<file path="src/rtl/io_char_buffer.sv">
// Serial-to-character assembler feeding a DEPTH-entry FIFO, drained to one of
// N_CHAN devices through a ready/strobe handshake. Single clock, synchronous reset.
module io_char_buffer #(
  parameter int                 CHAR_W      = 4,
  parameter int                 DEPTH       = 8,
  parameter int                 N_CHAN      = 4,
  parameter logic [CHAR_W-1:0]  STOP_CODE   = 4'b0100,
  parameter bit                 PAD_PARTIAL = 1'b1
) (
  input  logic                         CLOCK,
  input  logic                         rst,
  input  logic                         CLR,
  input  logic                         ENABLE,
  input  logic                         T0,
  input  logic                         BIT_IN,
  input  logic [$clog2(N_CHAN)-1:0]    CHAN_SEL,
  input  logic [N_CHAN-1:0]            DEV_READY,
  output logic [N_CHAN-1:0]            DEV_STROBE,
  output logic [CHAR_W-1:0]            DEV_DATA,
  output logic                         FULL,
  output logic                         EMPTY,
  output logic [$clog2(DEPTH+1)-1:0]   COUNT,
  output logic                         STOPPED,
  output logic                         OVERRUN
);

  localparam int CH_W  = $clog2(N_CHAN);
  localparam int PTR_W = $clog2(DEPTH);
  localparam int CNT_W = $clog2(DEPTH + 1);
  localparam int BIT_W = (CHAR_W > 2) ? $clog2(CHAR_W) : 1;

  typedef enum logic [1:0] {
    S_IDLE,
    S_STROBE,
    S_BUSY,
    S_REARM
  } state_t;

  // Assembler state
  logic [BIT_W-1:0]  bit_cnt;
  logic [CHAR_W-1:0] shreg;

  // FIFO state
  logic [CHAR_W-1:0] mem [DEPTH];
  logic [PTR_W-1:0]  wr_ptr;
  logic [PTR_W-1:0]  rd_ptr;
  logic [CNT_W-1:0]  count_nxt;

  // Output FSM state
  state_t            state_q;
  state_t            state_d;
  logic [CH_W-1:0]   ch_q;

  // Datapath decisions for this cycle
  logic              take_bit;
  logic              truncate;
  logic              complete;
  logic              cand_valid;
  logic [CHAR_W-1:0] padded;
  logic [CHAR_W-1:0] cand;
  logic              is_stop;
  logic              push;
  logic              push_ok;
  logic              drop;
  logic              launch;
  logic              sel_ok;
  logic              ready_sel;
  logic              ready_ch;

  // NOTE: every signal written in an always_comb gets a default at the top so
  // no path through the block can leave it unassigned and infer a latch.
  always_comb begin
    take_bit   = ENABLE && !STOPPED;
    truncate   = take_bit && T0 && (bit_cnt != '0);
    complete   = take_bit && !truncate && (bit_cnt == BIT_W'(CHAR_W - 1));
    cand_valid = complete || (truncate && PAD_PARTIAL);
    // Collected bits sit in the low bit_cnt positions; shift them to the top.
    padded     = shreg << (CHAR_W - int'(bit_cnt));
    cand       = truncate ? padded : {shreg[CHAR_W-2:0], BIT_IN};
    is_stop    = cand_valid && (cand == STOP_CODE);
    push       = cand_valid && !is_stop;
    push_ok    = push && (!FULL || launch);
    drop       = push && !push_ok;
  end

  always_comb begin
    count_nxt = COUNT;
    if (push_ok && !launch) begin
      count_nxt = COUNT + 1'b1;
    end else if (!push_ok && launch) begin
      count_nxt = COUNT - 1'b1;
    end
  end

  // NOTE: state registers use non-blocking assignments so every flop samples
  // the pre-edge values of its neighbours, independent of statement order.
  always_ff @(posedge CLOCK) begin
    if (rst || CLR) begin
      wr_ptr  <= '0;
      rd_ptr  <= '0;
      COUNT   <= '0;
      EMPTY   <= 1'b1;
      FULL    <= 1'b0;
      bit_cnt <= '0;
      shreg   <= '0;
      STOPPED <= 1'b0;
      OVERRUN <= 1'b0;
    end else begin
      if (push_ok) wr_ptr <= wr_ptr + 1'b1;
      if (launch)  rd_ptr <= rd_ptr + 1'b1;
      COUNT <= count_nxt;
      EMPTY <= (count_nxt == '0);
      FULL  <= (count_nxt == CNT_W'(DEPTH));
      if (drop)    OVERRUN <= 1'b1;
      if (is_stop) STOPPED <= 1'b1;
      if (take_bit) begin
        if (truncate) begin
          // The T0 bit opens the next character.
          shreg   <= CHAR_W'(BIT_IN);
          bit_cnt <= BIT_W'(1);
        end else if (complete) begin
          shreg   <= '0;
          bit_cnt <= '0;
        end else begin
          shreg   <= {shreg[CHAR_W-2:0], BIT_IN};
          bit_cnt <= bit_cnt + 1'b1;
        end
      end
    end
  end

  // NOTE: the storage array carries no reset; occupancy is defined entirely by
  // the pointers and COUNT, so stale entries are never observed.
  always_ff @(posedge CLOCK) begin
    if (push_ok) mem[wr_ptr] <= cand;
  end

  always_comb begin
    sel_ok    = 1'b0;
    ready_sel = 1'b0;
    ready_ch  = 1'b0;
    for (int i = 0; i < N_CHAN; i++) begin
      if (CHAN_SEL == CH_W'(i)) begin
        sel_ok    = 1'b1;
        ready_sel = DEV_READY[i];
      end
      if (ch_q == CH_W'(i)) ready_ch = DEV_READY[i];
    end
  end

  always_comb begin
    state_d = state_q;
    launch  = 1'b0;
    unique case (state_q)
      S_IDLE: begin
        if (!EMPTY && sel_ok && ready_sel) begin
          launch  = 1'b1;
          state_d = S_STROBE;
        end
      end
      S_STROBE: state_d = S_BUSY;
      S_BUSY:   if (!ready_ch) state_d = S_REARM;
      S_REARM:  if (ready_ch)  state_d = S_IDLE;
      default:  state_d = S_IDLE;
    endcase
  end

  always_comb begin
    DEV_STROBE = '0;
    for (int i = 0; i < N_CHAN; i++) begin
      if (state_q == S_STROBE && ch_q == CH_W'(i)) DEV_STROBE[i] = 1'b1;
    end
  end

  // CLR deliberately does not touch the handshake; only rst abandons it.
  always_ff @(posedge CLOCK) begin
    if (rst) begin
      state_q  <= S_IDLE;
      ch_q     <= '0;
      DEV_DATA <= '0;
    end else begin
      state_q <= state_d;
      if (launch) begin
        ch_q     <= CHAN_SEL;
        DEV_DATA <= mem[rd_ptr];
      end
    end
  end

endmodule

</file>
<file path="config.mk">
export PLATFORM = sky130hd
export DESIGN_NAME = io_char_buffer
export DESIGN_NICKNAME = d
export VERILOG_FILES = /design/src/rtl/io_char_buffer.sv
export SDC_FILE = /design/constraint.sdc
export NUM_CORES = 1
export LEC_CHECK = 0
export BUFFER_PORTS_ARGS = -buffer_cell sky130_fd_sc_hd__buf_2
export CORE_MARGIN = 4
export CORE_UTILIZATION = 50
export CTS_BUF_LIST = sky130_fd_sc_hd__clkbuf_4
export CTS_CLUSTER_SIZE = 20
export DETAILED_ROUTE_END_ITERATION = 7
export PLACE_DENSITY = 0.77
export SETUP_SLACK_MARGIN = 0.05
export SLEW_MARGIN = 10
export SYNTH_ARGS = -nofsm -noshare
export SYNTH_HDL_FRONTEND = slang
export SYNTH_SLANG_ARGS = --single-unit
</file>
<file path="constraint.sdc">
create_clock -name CLOCK -period 3.7 [get_ports CLOCK]
set_input_delay 0.185 -clock CLOCK [delete_from_list [all_inputs] [get_ports CLOCK]]
set_output_delay 0.185 -clock CLOCK [all_outputs]
set_load 0.03 [all_outputs]
</file>
==> report_table.html, run 1 <==
<table>
<tr><th>Metric</th><th>Value</th></tr>
<tr><th colspan="2">Worst setup path</th></tr>
<tr><td>Cell at the slowest stage of the critical path</td><td>nor4_1</td></tr>
<tr><td>Worst path buffer plus inverter count</td><td>1</td></tr>
<tr><td>Endpoint arrival time on the critical path</td><td>3.16 ns</td></tr>
<tr><td>Critical path capture point type</td><td>register</td></tr>
<tr><td>Critical path, cell by cell</td><td>inv_1 -&gt; ha_1 -&gt; mux2_2 -&gt; o22ai_1 -&gt; a211oi_2 -&gt; o21ai_2 -&gt; nor4_1</td></tr>
<tr><td>Longest individual stage delay on the worst path</td><td>0.64 ns</td></tr>
<tr><td>Cell family with most CP delay</td><td>compound AO/OA/AOI/OAI gates</td></tr>
<tr><td>Setup crit start kind</td><td>register</td></tr>
<tr><td>Type of the setup path with the least slack</td><td>reg2reg</td></tr>
<tr><td>Highest fanout seen on the critical path</td><td>10</td></tr>
<tr><td>Required time of the critical path</td><td>3.72 ns</td></tr>
<tr><th colspan="2">Cells and area</th></tr>
<tr><td>Post-Route Utilization</td><td>0.586</td></tr>
<tr><td>Number of antenna repair diodes</td><td>0</td></tr>
<tr><td>Area grow syn2layout</td><td>10.8%</td></tr>
<tr><td>Final instance area</td><td>3310 sq um</td></tr>
<tr><td>Number of standard cells in the layout, taps in and fillers out</td><td>366</td></tr>
<tr><td>Filler cell count in the final layout</td><td>467</td></tr>
<tr><td>Final Net Count</td><td>312</td></tr>
<tr><td>Fraction of final layout cells with drive strength greater than 1</td><td>0.221</td></tr>
<tr><th colspan="2">STA</th></tr>
<tr><td>Transition at the pin with the smallest max-transition slack</td><td>0.957 ns</td></tr>
<tr><td>Final setup margin</td><td>0.556 ns</td></tr>
<tr><td>Final Hold Violating Endpoints</td><td>0</td></tr>
<tr><td>Clock period minus worst slack</td><td>3.14 ns</td></tr>
<tr><td>Final count of negative-setup-slack endpoints</td><td>0</td></tr>
<tr><td>Smallest hold slack</td><td>0.0716 ns</td></tr>
<tr><td>Final setup skew</td><td>0.0190 ns</td></tr>
<tr><td>Unrepaired setup endpoints after global routing</td><td>false</td></tr>
<tr><td>Highest clock frequency the design can meet</td><td>318 MHz</td></tr>
<tr><td>Final max-slew violation count</td><td>0</td></tr>
<tr><td>Crit share post-route</td><td>0.850</td></tr>
<tr><td>Setup_tns</td><td>0 ns</td></tr>
<tr><td>Worst rel slew slack</td><td>0.355</td></tr>
<tr><th colspan="2">Flow run</th></tr>
<tr><td>Maxcap violations</td><td>0</td></tr>
<tr><th colspan="2">Placed design</th></tr>
<tr><td>Placer's final routability congestion estimate</td><td>0.885</td></tr>
<tr><td>HPWL after DPL</td><td>4170 um</td></tr>
<tr><td>Cell Count Post-Placement</td><td>349</td></tr>
<tr><td>Port bufs</td><td>27</td></tr>
<tr><td>Post-placement worst setup slack</td><td>0.597 ns</td></tr>
<tr><td>Dpl cell area</td><td>3160 sq um</td></tr>
<tr><th colspan="2">Logic synthesis</th></tr>
<tr><td>Post-synth top flop</td><td>edfxtp_1</td></tr>
<tr><td>Area share of the largest cell type after synthesis</td><td>0.322</td></tr>
<tr><td>Sequential area share after synthesis</td><td>0.510</td></tr>
<tr><td>Cell type contributing the most total cell area after synthesis</td><td>edfxtp_1</td></tr>
<tr><td>Number of synthesized flops with an enable pin</td><td>32</td></tr>
<tr><td>Dominant cells by area after synthesis</td><td>edfxtp_1 32%, dfxtp_1 19%, mux4_2 6.8%</td></tr>
<tr><td>Combined area of all synthesized cells</td><td>2980 sq um</td></tr>
<tr><td>Count of yosys warnings during synthesis</td><td>0</td></tr>
<tr><td>Most frequent cells after synthesis</td><td>32 x edfxtp_1, 28 x dfxtp_1, 24 x nor2_1, 17 x nand2_1, 13 x inv_1</td></tr>
<tr><td>Share of synthesized flip-flops with an asynchronous set or reset</td><td>0</td></tr>
<tr><td>Netlist cell types</td><td>59</td></tr>
<tr><td>Net count after synthesis</td><td>284</td></tr>
<tr><td>Cell with the most instances after synthesis</td><td>edfxtp_1</td></tr>
<tr><td>Number of cells produced by synthesis</td><td>261</td></tr>
<tr><td>Per-instance average area after synthesis</td><td>11.4 sq um</td></tr>
<tr><td>Post-synthesis sequential element count</td><td>60</td></tr>
<tr><th colspan="2">Worst hold path</th></tr>
<tr><td>Tightest Hold Check Type</td><td>in2reg</td></tr>
<tr><th colspan="2">Pwr</th></tr>
<tr><td>Relative contribution of sequential cells to total power</td><td>0.546</td></tr>
<tr><td>Worst IR drop on VDD</td><td>224 uV</td></tr>
<tr><td>Power per cell area</td><td>397 nW/um^2</td></tr>
<tr><td>Switching Share</td><td>0.237</td></tr>
<tr><td>Internal power</td><td>1.00 mW</td></tr>
<tr><td>Net switching component of the power</td><td>0.311 mW</td></tr>
<tr><td>Leakage power total</td><td>1.16 nW</td></tr>
<tr><td>Logic pwr share</td><td>0.097</td></tr>
<tr><td>Clock power share</td><td>0.357</td></tr>
<tr><td>Total Power</td><td>1.31 mW</td></tr>
<tr><th colspan="2">Floorplan</th></tr>
<tr><td>Area of the placeable core</td><td>5640 sq um</td></tr>
<tr><td>Starting utilization of the core area</td><td>0.529</td></tr>
<tr><td>Die Span Y</td><td>85.3 um</td></tr>
<tr><td>Site Rows</td><td>27</td></tr>
<tr><td>Die boundary width</td><td>85.3 um</td></tr>
<tr><td>Area enclosed by the die boundary</td><td>7270 sq um</td></tr>
<tr><td>I/O pin count</td><td>28</td></tr>
<tr><th colspan="2">GRT</th></tr>
<tr><td>Vias in the first global route</td><td>2,002</td></tr>
<tr><td>Overall overflow remaining after global route</td><td>0</td></tr>
<tr><td>Total routing usage reported by global routing</td><td>0.168</td></tr>
<tr><td>Maximum number of pins on one net before global-route repair</td><td>20</td></tr>
<tr><td>Wire length of the first global-routing pass</td><td>9490 um</td></tr>
<tr><td>Antenna violations before repair</td><td>0</td></tr>
<tr><th colspan="2">Route</th></tr>
<tr><td>Post-route DRC</td><td>0</td></tr>
<tr><td>Via-per-instance ratio</td><td>5.69</td></tr>
<tr><td>DRT iter0 DRCs</td><td>149</td></tr>
<tr><td>Wirelength, routed</td><td>5740 um</td></tr>
<tr><td>Antenna Nets Post-Route</td><td>0</td></tr>
<tr><td>Drt first pass iters</td><td>4</td></tr>
<tr><td>Post-detailed-route wirelength per cell</td><td>15.7 um</td></tr>
<tr><td>Vias</td><td>2,082</td></tr>
<tr><th colspan="2">CTS</th></tr>
<tr><td>CTS tree</td><td>built</td></tr>
<tr><td>Number of buffers created by CTS</td><td>9</td></tr>
<tr><td>Root buffer selected by CTS</td><td>clkbuf_4</td></tr>
<tr><td>Number of H-tree levels</td><td>3</td></tr>
<tr><td>CTS max path bufs</td><td>2</td></tr>
<tr><td>Clk pin slew, worst setup/hold paths</td><td>0.10 ns</td></tr>
<tr><td>Number of sinks handled by clock tree synthesis</td><td>60</td></tr>
<tr><td>Clock Latency Late Sink</td><td>0.39 ns</td></tr>
<tr><th colspan="2">Run status</th></tr>
<tr><td>Result of the run</td><td>finished clean</td></tr>
</table>
==> repair_timing <==
| action | 4_1_cts | 5_1_grt |
|---|---|---|
| buffers inserted | 0 | 0 |
| hold buffers | 1 | 0 |
| hold endpoints to repair | 1 | 0 |
| gates resized for setup | 0 | 0 |
==> state kept, by name, indices dropped and copies added (netlist names) <==
signal and flops:
COUNT 4, DEV_DATA 4, EMPTY 1, FULL 1, OVERRUN 1, STOPPED 1
bit_cnt 2, ch_q 2, mem 32, rd_ptr 3, shreg 4, state_q 2
wr_ptr 3
==> metal layers <==
layer	track usage	share of wire	vias up
li1	-	-	1036
met1	0.222	0.45	965
met2	0.264	0.47	77
met3	0.0359	0.071	4
met4	0.0777	0.0092	0
met5	0	0	-
==> worst paths after layout <==
kind,depth (start not counted),startpoint,slack (ns),to
setup reg to reg,7,bit_cnt[0],0.56,mem[0][1]
setup / recovery,7,bit_cnt[0],0.56,mem[0][1]
hold reg to reg,2,DEV_DATA[1],0.50,DEV_DATA[1]
hold / removal,3,CHAN_SEL[1],0.07,ch_q[1]
==> power by group through the flow <==
stage	sequential [mW]	clock [mW]	combinational [mW]
after global placement	0.733	0	0.125
after detailed placement	0.733	0	0.126
final	0.718	0.469	0.127
after floorplan	0.733	0	0.0942
after CTS	0.718	0.479	0.128
after global routing	0.720	0.511	0.142
==> worst reg2reg max path: cells and delay by family (launching register included) <==
family                     cells  cell delay (ns)
and+or+nand+nor                1             0.64
AOI/OAI and AO/OA              3             0.73
buffers and inverters          1             0.16
DFF                            1             0.55
muxes                          1             0.27
adders and majority gates      1             0.45
==> cell type report <==
cell class | count | area, sq um | area share
clock inverter | 2 | 35.0 | 0.0106
clock buffer | 14 | 105 | 0.0318
tap | 72 | 90.1 | 0.0273
inverter | 13 | 48.8 | 0.0148
multi-input combinational | 175 | 1350 | 0.407
timing repair buffer | 30 | 160 | 0.0484
sequential | 60 | 1520 | 0.460
==> logic make-up after synthesis <==
| group | after synthesis | synth area share |
|---|---|---|
| compound gates | 56 | 0.139 |
| simple gates | 82 | 0.140 |
| fa+ha+maj | 11 | 0.0461 |
| flops | 60 | 0.510 |
| xor+xnor | 5 | 0.0147 |
| buf+inv | 26 | 0.0394 |
| mux | 21 | 0.110 |
==> cells in the final DEF (no fill, tap or decap), types with 9 or more instances in the layout <==
cell / n
a211oi_1: 9
a21oi_1: 11
buf_2: 27
clkbuf_4: 14
dfxtp_1: 28
edfxtp_1: 32
ha_1: 11
inv_1: 13
mux2i_1: 9
mux4_2: 9
nand2_1: 17
nor2_1: 24
(Power assumes the default switching activity.)
==> run 2, diff against run 1 <==
--- a/config.mk
+++ b/config.mk
@@ -11,7 +11,7 @@
 export CTS_BUF_LIST = sky130_fd_sc_hd__clkbuf_4
 export CTS_CLUSTER_SIZE = 20
 export DETAILED_ROUTE_END_ITERATION = 7
-export PLACE_DENSITY = 0.77
+export PLACE_DENSITY = 0.8
 export SETUP_SLACK_MARGIN = 0.05
 export SLEW_MARGIN = 10
 export SYNTH_ARGS = -nofsm -noshare
==> constraint.sdc (replaced) <==
create_clock -name CLOCK -period 2.8 [get_ports CLOCK]
set_input_delay 0.14 -clock CLOCK [delete_from_list [all_inputs] [get_ports CLOCK]]
set_output_delay 0.14 -clock CLOCK [all_outputs]
set_load 0.03 [all_outputs]
==> report_table.html, run 2 (synthesis results as in run 1) <==
<table>
<tr><th>Metric</th><th>Value</th></tr>
<tr><th colspan="2">Cells and area</th></tr>
<tr><td>Area grow syn2layout</td><td>14.6% (was 10.8%)</td></tr>
<tr><td>Most flop-heavy register</td><td>mem (unchanged)</td></tr>
<tr><td>Commonest cells after routing, fill and taps aside</td><td>32 x edfxtp_1, 28 x dfxtp_1, 27 x buf_2, 22 x nor2_1, 17 x nand2_1 (was 32 x edfxtp_1, 28 x dfxtp_1, 27 x buf_2, 24 x nor2_1, 17 x nand2_1)</td></tr>
<tr><td>Filler cell count in the final layout</td><td>463 (was 467)</td></tr>
<tr><td>Post-Route Utilization</td><td>0.606 (was 0.586)</td></tr>
<tr><td>Final Net Count</td><td>318 (was 312)</td></tr>
<tr><td>Leading cell type in the layout, fill and taps excluded</td><td>edfxtp_1 (unchanged)</td></tr>
<tr><td>Final instance area</td><td>3420 sq um (was 3310 sq um)</td></tr>
<tr><td>Number of standard cells in the layout, taps in and fillers out</td><td>372 (was 366)</td></tr>
<tr><td>Number of antenna repair diodes</td><td>0 (unchanged)</td></tr>
<tr><td>Number of flip-flops under the largest register name</td><td>32 (unchanged)</td></tr>
<tr><td>Fraction of final layout cells with drive strength greater than 1</td><td>0.257 (was 0.221)</td></tr>
<tr><th colspan="2">Floorplan</th></tr>
<tr><td>Die Span Y</td><td>85.3 um (unchanged)</td></tr>
<tr><td>Area enclosed by the die boundary</td><td>7270 sq um (unchanged)</td></tr>
<tr><td>Starting utilization of the core area</td><td>0.529 (unchanged)</td></tr>
<tr><td>Die boundary width</td><td>85.3 um (unchanged)</td></tr>
<tr><td>Site Rows</td><td>27 (unchanged)</td></tr>
<tr><td>I/O pin count</td><td>28 (unchanged)</td></tr>
<tr><td>Area of the placeable core</td><td>5640 sq um (unchanged)</td></tr>
<tr><th colspan="2">STA</th></tr>
<tr><td>Final Hold Violating Endpoints</td><td>0 (unchanged)</td></tr>
<tr><td>Unrepaired setup endpoints after global routing</td><td>true (was false)</td></tr>
<tr><td>Highest clock frequency the design can meet</td><td>379 MHz (was 318 MHz)</td></tr>
<tr><td>Worst rel slew slack</td><td>0.326 (was 0.355)</td></tr>
<tr><td>Smallest hold slack</td><td>0.0287 ns (was 0.0716 ns)</td></tr>
<tr><td>Transition at the pin with the smallest max-transition slack</td><td>1.00 ns (was 0.957 ns)</td></tr>
<tr><td>Final max-slew violation count</td><td>0 (unchanged)</td></tr>
<tr><td>Clock period minus worst slack</td><td>2.64 ns (was 3.14 ns)</td></tr>
<tr><td>Crit share post-route</td><td>0.943 (was 0.850)</td></tr>
<tr><td>Final count of negative-setup-slack endpoints</td><td>0 (unchanged)</td></tr>
<tr><td>Final setup margin</td><td>0.159 ns (was 0.556 ns)</td></tr>
<tr><td>Setup_tns</td><td>0 ns (unchanged)</td></tr>
<tr><td>Final setup skew</td><td>0.00731 ns (was 0.0190 ns)</td></tr>
<tr><th colspan="2">CTS</th></tr>
<tr><td>Number of H-tree levels</td><td>3 (unchanged)</td></tr>
<tr><td>Number of setup buffers added after CTS</td><td>0 (unchanged)</td></tr>
<tr><td>Number of sinks handled by clock tree synthesis</td><td>60 (unchanged)</td></tr>
<tr><td>Number of buffers created by CTS</td><td>9 (unchanged)</td></tr>
<tr><td>CTS tree</td><td>built (unchanged)</td></tr>
<tr><td>Clk pin slew, worst setup/hold paths</td><td>0.10 ns (about the same)</td></tr>
<tr><td>CTS max path bufs</td><td>2 (unchanged)</td></tr>
<tr><td>Clock Latency Late Sink</td><td>0.40 ns (was 0.39 ns)</td></tr>
<tr><td>Root buffer selected by CTS</td><td>clkbuf_4 (unchanged)</td></tr>
<tr><th colspan="2">Route</th></tr>
<tr><td>Wirelength, routed</td><td>5960 um (was 5740 um)</td></tr>
<tr><td>Via-per-instance ratio</td><td>5.71 (was 5.69)</td></tr>
<tr><td>Vias</td><td>2,124 (was 2,082)</td></tr>
<tr><td>DRT iter0 DRCs</td><td>254 (was 149)</td></tr>
<tr><td>Post-detailed-route wirelength per cell</td><td>16.0 um (was 15.7 um)</td></tr>
<tr><td>Antenna Nets Post-Route</td><td>0 (unchanged)</td></tr>
<tr><td>Post-route DRC</td><td>0 (unchanged)</td></tr>
<tr><td>Drt first pass iters</td><td>4 (unchanged)</td></tr>
<tr><th colspan="2">Worst setup path</th></tr>
<tr><td>Critical path capture point type</td><td>register (unchanged)</td></tr>
<tr><td>Type of the setup path with the least slack</td><td>reg2reg (unchanged)</td></tr>
<tr><td>Highest fanout seen on the critical path</td><td>10 (unchanged)</td></tr>
<tr><td>Required time of the critical path</td><td>2.87 ns (was 3.72 ns)</td></tr>
<tr><td>Endpoint arrival time on the critical path</td><td>2.71 ns (was 3.16 ns)</td></tr>
<tr><td>Setup crit start kind</td><td>register (unchanged)</td></tr>
<tr><th colspan="2">Pwr</th></tr>
<tr><td>Total Power</td><td>1.89 mW (was 1.31 mW)</td></tr>
<tr><td>Worst IR drop on VDD</td><td>437 uV (was 224 uV)</td></tr>
<tr><td>Leakage power total</td><td>1.20 nW (was 1.16 nW)</td></tr>
<tr><td>Power per cell area</td><td>554 nW/um^2 (was 397 nW/um^2)</td></tr>
<tr><th colspan="2">GRT</th></tr>
<tr><td>Maximum number of pins on one net before global-route repair</td><td>20 (unchanged)</td></tr>
<tr><td>Overall overflow remaining after global route</td><td>0 (unchanged)</td></tr>
<tr><td>Wire length of the first global-routing pass</td><td>10,200 um (was 9490 um)</td></tr>
<tr><td>Antenna violations before repair</td><td>0 (unchanged)</td></tr>
<tr><td>Total routing usage reported by global routing</td><td>0.181 (was 0.168)</td></tr>
<tr><td>Vias in the first global route</td><td>2,055 (was 2,002)</td></tr>
<tr><th colspan="2">Worst hold path</th></tr>
<tr><td>Tightest Hold Check Type</td><td>in2reg (unchanged)</td></tr>
<tr><th colspan="2">Placed design</th></tr>
<tr><td>Cell Count Post-Placement</td><td>354 (was 349)</td></tr>
<tr><td>Port bufs</td><td>27 (unchanged)</td></tr>
<tr><td>HPWL after DPL</td><td>4190 um (was 4170 um)</td></tr>
<tr><td>Placer's final routability congestion estimate</td><td>0.914 (was 0.885)</td></tr>
<tr><td>Post-placement worst setup slack</td><td>0.0166 ns (was 0.597 ns)</td></tr>
<tr><td>Dpl cell area</td><td>3190 sq um (was 3160 sq um)</td></tr>
<tr><th colspan="2">Flow run</th></tr>
<tr><td>Maxcap violations</td><td>0 (unchanged)</td></tr>
<tr><th colspan="2">Run status</th></tr>
<tr><td>Result of the run</td><td>finished clean (unchanged)</td></tr>
</table>
-- run 2: worst paths after layout --
kind	start	endpoint	slack [ns]	cells after the start
worst min-delay path	rst	DEV_DATA[3]	0.03	2
worst max register to register	bit_cnt[0]	mem[7][0]	0.16	8
worst min register to register	DEV_DATA[3]	DEV_DATA[3]	0.50	2
worst max-delay path	bit_cnt[0]	mem[7][0]	0.16	8
-- run 2: worst max-delay path, cell delays in order, from the launching register on --
cell,delay (ns)
dfxtp_1,0.35
inv_1,0.09
ha_2,0.43
nand2b_1,0.20
mux2i_2,0.12
a211o_2,0.38
nand2_1,0.16
nand3_1,0.21
nor2_1,0.37
-- run 2: report_power, final --
group / leakage (nW) / switching (mW) / internal, mW / total [mW]
clock: 0.0919 / 0.321 / 0.448 / 0.769
combinational: 0.591 / 0.105 / 0.0723 / 0.177
sequential: 0.518 / 0.0132 / 0.934 / 0.948
-- run 2: repair_timing --
item / in CTS / in global routing
hold buffers: 2 / 0
setup endpoints to repair: 4 / 39
hold endpoints to repair: 2 / 0
resized for setup: 1 / 6
-- run 2: layout make-up --
| type | count | area [sq um] | area share |
|---|---|---|---|
| clock buffers | 9 | 67.6 | 0.0198 |
| repair buffers | 36 | 208 | 0.0607 |
| multi-input cells | 175 | 1370 | 0.401 |
| well taps | 72 | 90.1 | 0.0263 |
| inverters | 13 | 48.8 | 0.0143 |
| clock inverters | 7 | 115 | 0.0337 |
| flip-flops and latches | 60 | 1520 | 0.445 |
-- run 2: metal layers --
| layer | track usage | part of all wire |
|---|---|---|
| met1 | 0.235 | 0.44 |
| met2 | 0.284 | 0.49 |
| met3 | 0.0447 | 0.060 |
| met4 | 0.0820 | 0.017 |
| met5 | 0 | 0 |
==> run 3, diff against run 2 <==
--- a/config.mk
+++ b/config.mk
@@ -12,7 +12,7 @@
 export CTS_CLUSTER_SIZE = 20
 export DETAILED_ROUTE_END_ITERATION = 7
 export PLACE_DENSITY = 0.8
-export SETUP_SLACK_MARGIN = 0.05
+export SETUP_SLACK_MARGIN = 0.5
 export SLEW_MARGIN = 10
 export SYNTH_ARGS = -nofsm -noshare
 export SYNTH_HDL_FRONTEND = slang
==> constraint.sdc (replaced) <==
create_clock -name CLOCK -period 2.8 [get_ports CLOCK]
set_input_delay 0.14 -clock CLOCK [delete_from_list [all_inputs] [get_ports CLOCK]]
set_output_delay 0.14 -clock CLOCK [all_outputs]
set_load 0.005 [all_outputs]
==> report_table.html, run 3 (synthesis results as in run 1) <==
<table>
<tr><th>Metric</th><th>Value</th></tr>
<tr><th colspan="2">Floorplan</th></tr>
<tr><td>Area enclosed by the die boundary</td><td>7270 sq um (unchanged)</td></tr>
<tr><td>I/O pin count</td><td>28 (unchanged)</td></tr>
<tr><td>Starting utilization of the core area</td><td>0.529 (unchanged)</td></tr>
<tr><td>Area of the placeable core</td><td>5640 sq um (unchanged)</td></tr>
<tr><td>Die boundary width</td><td>85.3 um (unchanged)</td></tr>
<tr><td>Die Span Y</td><td>85.3 um (unchanged)</td></tr>
<tr><td>Site Rows</td><td>27 (unchanged)</td></tr>
<tr><th colspan="2">CTS</th></tr>
<tr><td>Root buffer selected by CTS</td><td>clkbuf_4 (unchanged)</td></tr>
<tr><td>Clock Latency Late Sink</td><td>0.40 ns (about the same)</td></tr>
<tr><td>Number of buffers created by CTS</td><td>9 (unchanged)</td></tr>
<tr><td>CTS tree</td><td>built (unchanged)</td></tr>
<tr><td>Number of sinks handled by clock tree synthesis</td><td>60 (unchanged)</td></tr>
<tr><td>CTS max path bufs</td><td>2 (unchanged)</td></tr>
<tr><td>Clk pin slew, worst setup/hold paths</td><td>0.11 ns (was 0.10 ns)</td></tr>
<tr><td>Number of H-tree levels</td><td>3 (unchanged)</td></tr>
<tr><th colspan="2">Cells and area</th></tr>
<tr><td>Final Net Count</td><td>323 (was 318)</td></tr>
<tr><td>Commonest cells after routing, fill and taps aside</td><td>32 x edfxtp_1, 27 x buf_2, 26 x dfxtp_1, 21 x nor2_1, 16 x nand2_1 (was 32 x edfxtp_1, 28 x dfxtp_1, 27 x buf_2, 22 x nor2_1, 17 x nand2_1)</td></tr>
<tr><td>Number of flip-flops under the largest register name</td><td>32 (unchanged)</td></tr>
<tr><td>Leading cell type in the layout, fill and taps excluded</td><td>edfxtp_1 (unchanged)</td></tr>
<tr><td>Filler cell count in the final layout</td><td>419 (was 463)</td></tr>
<tr><td>Number of standard cells in the layout, taps in and fillers out</td><td>377 (was 372)</td></tr>
<tr><td>Sequential cell area in the final layout</td><td>1530 sq um (was 1520 sq um)</td></tr>
<tr><td>Area grow syn2layout</td><td>23.7% (was 14.6%)</td></tr>
<tr><td>Final instance area</td><td>3690 sq um (was 3420 sq um)</td></tr>
<tr><td>Post-Route Utilization</td><td>0.654 (was 0.606)</td></tr>
<tr><td>Number of antenna repair diodes</td><td>0 (unchanged)</td></tr>
<tr><td>Multi-input gate area</td><td>1600 sq um (was 1370 sq um)</td></tr>
<tr><td>Fraction of final layout cells with drive strength greater than 1</td><td>0.344 (was 0.257)</td></tr>
<tr><td>Most flop-heavy register</td><td>mem (unchanged)</td></tr>
<tr><th colspan="2">Worst setup path</th></tr>
<tr><td>Critical path capture point type</td><td>register (unchanged)</td></tr>
<tr><td>Setup crit start kind</td><td>register (unchanged)</td></tr>
<tr><td>Type of the setup path with the least slack</td><td>reg2reg (unchanged)</td></tr>
<tr><td>Highest fanout seen on the critical path</td><td>7 (was 10)</td></tr>
<tr><td>Longest individual stage delay on the worst path</td><td>0.42 ns (was 0.43 ns)</td></tr>
<tr><td>Critical path, cell by cell</td><td>inv_2 -&gt; ha_4 -&gt; and4bb_4 -&gt; mux2i_4 -&gt; a211o_4 -&gt; nand2_4 -&gt; nand3_4 -&gt; nor3_4 (was inv_1 -&gt; ha_2 -&gt; nand2b_1 -&gt; mux2i_2 -&gt; a211o_2 -&gt; nand2_1 -&gt; nand3_1 -&gt; nor2_1)</td></tr>
<tr><td>Required time of the critical path</td><td>2.88 ns (was 2.87 ns)</td></tr>
<tr><td>Endpoint arrival time on the critical path</td><td>2.40 ns (was 2.71 ns)</td></tr>
<tr><td>Cell at the slowest stage of the critical path</td><td>and4bb_4 (was ha_2)</td></tr>
<tr><th colspan="2">Route</th></tr>
<tr><td>Post-route DRC</td><td>0 (unchanged)</td></tr>
<tr><td>DRT iter0 DRCs</td><td>172 (was 254)</td></tr>
<tr><td>Vias</td><td>2,216 (was 2,124)</td></tr>
<tr><td>Wirelength, routed</td><td>6440 um (was 5960 um)</td></tr>
<tr><td>Drt first pass iters</td><td>4 (unchanged)</td></tr>
<tr><td>Antenna Nets Post-Route</td><td>0 (unchanged)</td></tr>
<tr><td>Via-per-instance ratio</td><td>5.88 (was 5.71)</td></tr>
<tr><td>Post-detailed-route wirelength per cell</td><td>17.1 um (was 16.0 um)</td></tr>
<tr><th colspan="2">STA</th></tr>
<tr><td>Crit share post-route</td><td>0.828 (was 0.943)</td></tr>
<tr><td>Smallest hold slack</td><td>0.0264 ns (was 0.0287 ns)</td></tr>
<tr><td>Transition at the pin with the smallest max-transition slack</td><td>1.05 ns (was 1.00 ns)</td></tr>
<tr><td>Final count of negative-setup-slack endpoints</td><td>0 (unchanged)</td></tr>
<tr><td>Unrepaired setup endpoints after global routing</td><td>true (unchanged)</td></tr>
<tr><td>Final max-slew violation count</td><td>0 (unchanged)</td></tr>
<tr><td>Clock period minus worst slack</td><td>2.32 ns (was 2.64 ns)</td></tr>
<tr><td>Setup_tns</td><td>0 ns (unchanged)</td></tr>
<tr><td>Final setup skew</td><td>0.0178 ns (was 0.00731 ns)</td></tr>
<tr><td>Final setup margin</td><td>0.481 ns (was 0.159 ns)</td></tr>
<tr><td>Final Hold Violating Endpoints</td><td>0 (unchanged)</td></tr>
<tr><td>Highest clock frequency the design can meet</td><td>431 MHz (was 379 MHz)</td></tr>
<tr><td>Worst rel slew slack</td><td>0.290 (was 0.326)</td></tr>
<tr><th colspan="2">Flow run</th></tr>
<tr><td>Maxcap violations</td><td>0 (unchanged)</td></tr>
<tr><th colspan="2">Pwr</th></tr>
<tr><td>Total Power</td><td>1.82 mW (was 1.89 mW)</td></tr>
<tr><td>Worst IR drop on VDD</td><td>232 uV (was 437 uV)</td></tr>
<tr><td>Power per cell area</td><td>493 nW/um^2 (was 554 nW/um^2)</td></tr>
<tr><td>Leakage power total</td><td>1.26 nW (was 1.20 nW)</td></tr>
<tr><th colspan="2">Placed design</th></tr>
<tr><td>Post-placement worst setup slack</td><td>0.209 ns (was 0.0166 ns)</td></tr>
<tr><td>Placer's final routability congestion estimate</td><td>0.919 (was 0.914)</td></tr>
<tr><td>Cell Count Post-Placement</td><td>350 (was 354)</td></tr>
<tr><td>Port bufs</td><td>27 (unchanged)</td></tr>
<tr><td>HPWL after DPL</td><td>4370 um (was 4190 um)</td></tr>
<tr><td>Dpl cell area</td><td>3300 sq um (was 3190 sq um)</td></tr>
<tr><th colspan="2">GRT</th></tr>
<tr><td>Vias in the first global route</td><td>2,167 (was 2,055)</td></tr>
<tr><td>Maximum number of pins on one net before global-route repair</td><td>20 (unchanged)</td></tr>
<tr><td>Total routing usage reported by global routing</td><td>0.184 (was 0.181)</td></tr>
<tr><td>Overall overflow remaining after global route</td><td>0 (unchanged)</td></tr>
<tr><td>Wire length of the first global-routing pass</td><td>10,400 um (was 10,200 um)</td></tr>
<tr><td>Antenna violations before repair</td><td>0 (unchanged)</td></tr>
<tr><th colspan="2">Worst hold path</th></tr>
<tr><td>Tightest Hold Check Type</td><td>in2reg (unchanged)</td></tr>
<tr><th colspan="2">Run status</th></tr>
<tr><td>Result of the run</td><td>finished clean (unchanged)</td></tr>
</table>
## run 3: changes by cell type in the layout (fill, tap and decap cells not counted), moves of 2 or more
cell,change
nor3_4,+4
buf_6,+2
nand3_1,-2
buf_4,+2
nor2_2,-2
nor2_4,+3
clkbuf_4,+2
a211oi_4,+2
nor3_1,-3
inv_1,-2
nand3_4,+2
dfxtp_1,-2
## run 3: power by group
part	leakage, nW	total, mW	switching (mW)	internal, mW
Combinational	0.658	0.185	0.0995	0.0856
Clock	0.0868	0.687	0.308	0.380
Sequential	0.519	0.949	0.0145	0.934
Total	1.26	1.82	0.422	1.40
## run 3: path summary, 6_finish.rpt
path | startpoint | endpoint | slack [ns] | cells past startpoint
max | bit_cnt[1] | mem[2][2] | 0.48 | 8
min | rst | DEV_DATA[1] | 0.03 | 2
max reg2reg | bit_cnt[1] | mem[2][2] | 0.48 | 8
min reg2reg | OVERRUN | OVERRUN | 0.49 | 2
## run 3: layout make-up
| class | count | area share |
|---|---|---|
| sequential | 60 | 0.414 |
| clock inverter | 5 | 0.0210 |
| inverter | 13 | 0.0139 |
| tap | 72 | 0.0244 |
| multi-input combinational | 175 | 0.433 |
| timing repair buffer | 41 | 0.0719 |
| clock buffer | 11 | 0.0224 |
## run 3: layer usage
layer,global-route usage,vias up,share of wire
li1,-,1060,-
met1,0.229,1049,0.40
met2,0.302,89,0.50
met3,0.0631,18,0.077
met4,0.0619,0,0.023
met5,0,-,0
## run 3: worst max-delay path: cells and delay by family, from the launching register on
kind / cells / cell delay, ns
fa+ha+maj: 1 / 0.15
buf+inv: 1 / 0.04
simple gates: 4 / 0.94
compound gates: 1 / 0.37
flops: 1 / 0.36
mux: 1 / 0.11
## run 3: repair_timing
| action | 4_1_cts | 5_1_grt |
|---|---|---|
| pin swaps | 9 | 16 |
| buffers inserted | 2 | 7 |
| hold buffers | 2 | 0 |
| cloned | 0 | 0 |
| hold endpoints to repair | 2 | 0 |
| endpoints found under the setup margin | 49 | 49 |
| resized for setup | 13 | 15 |
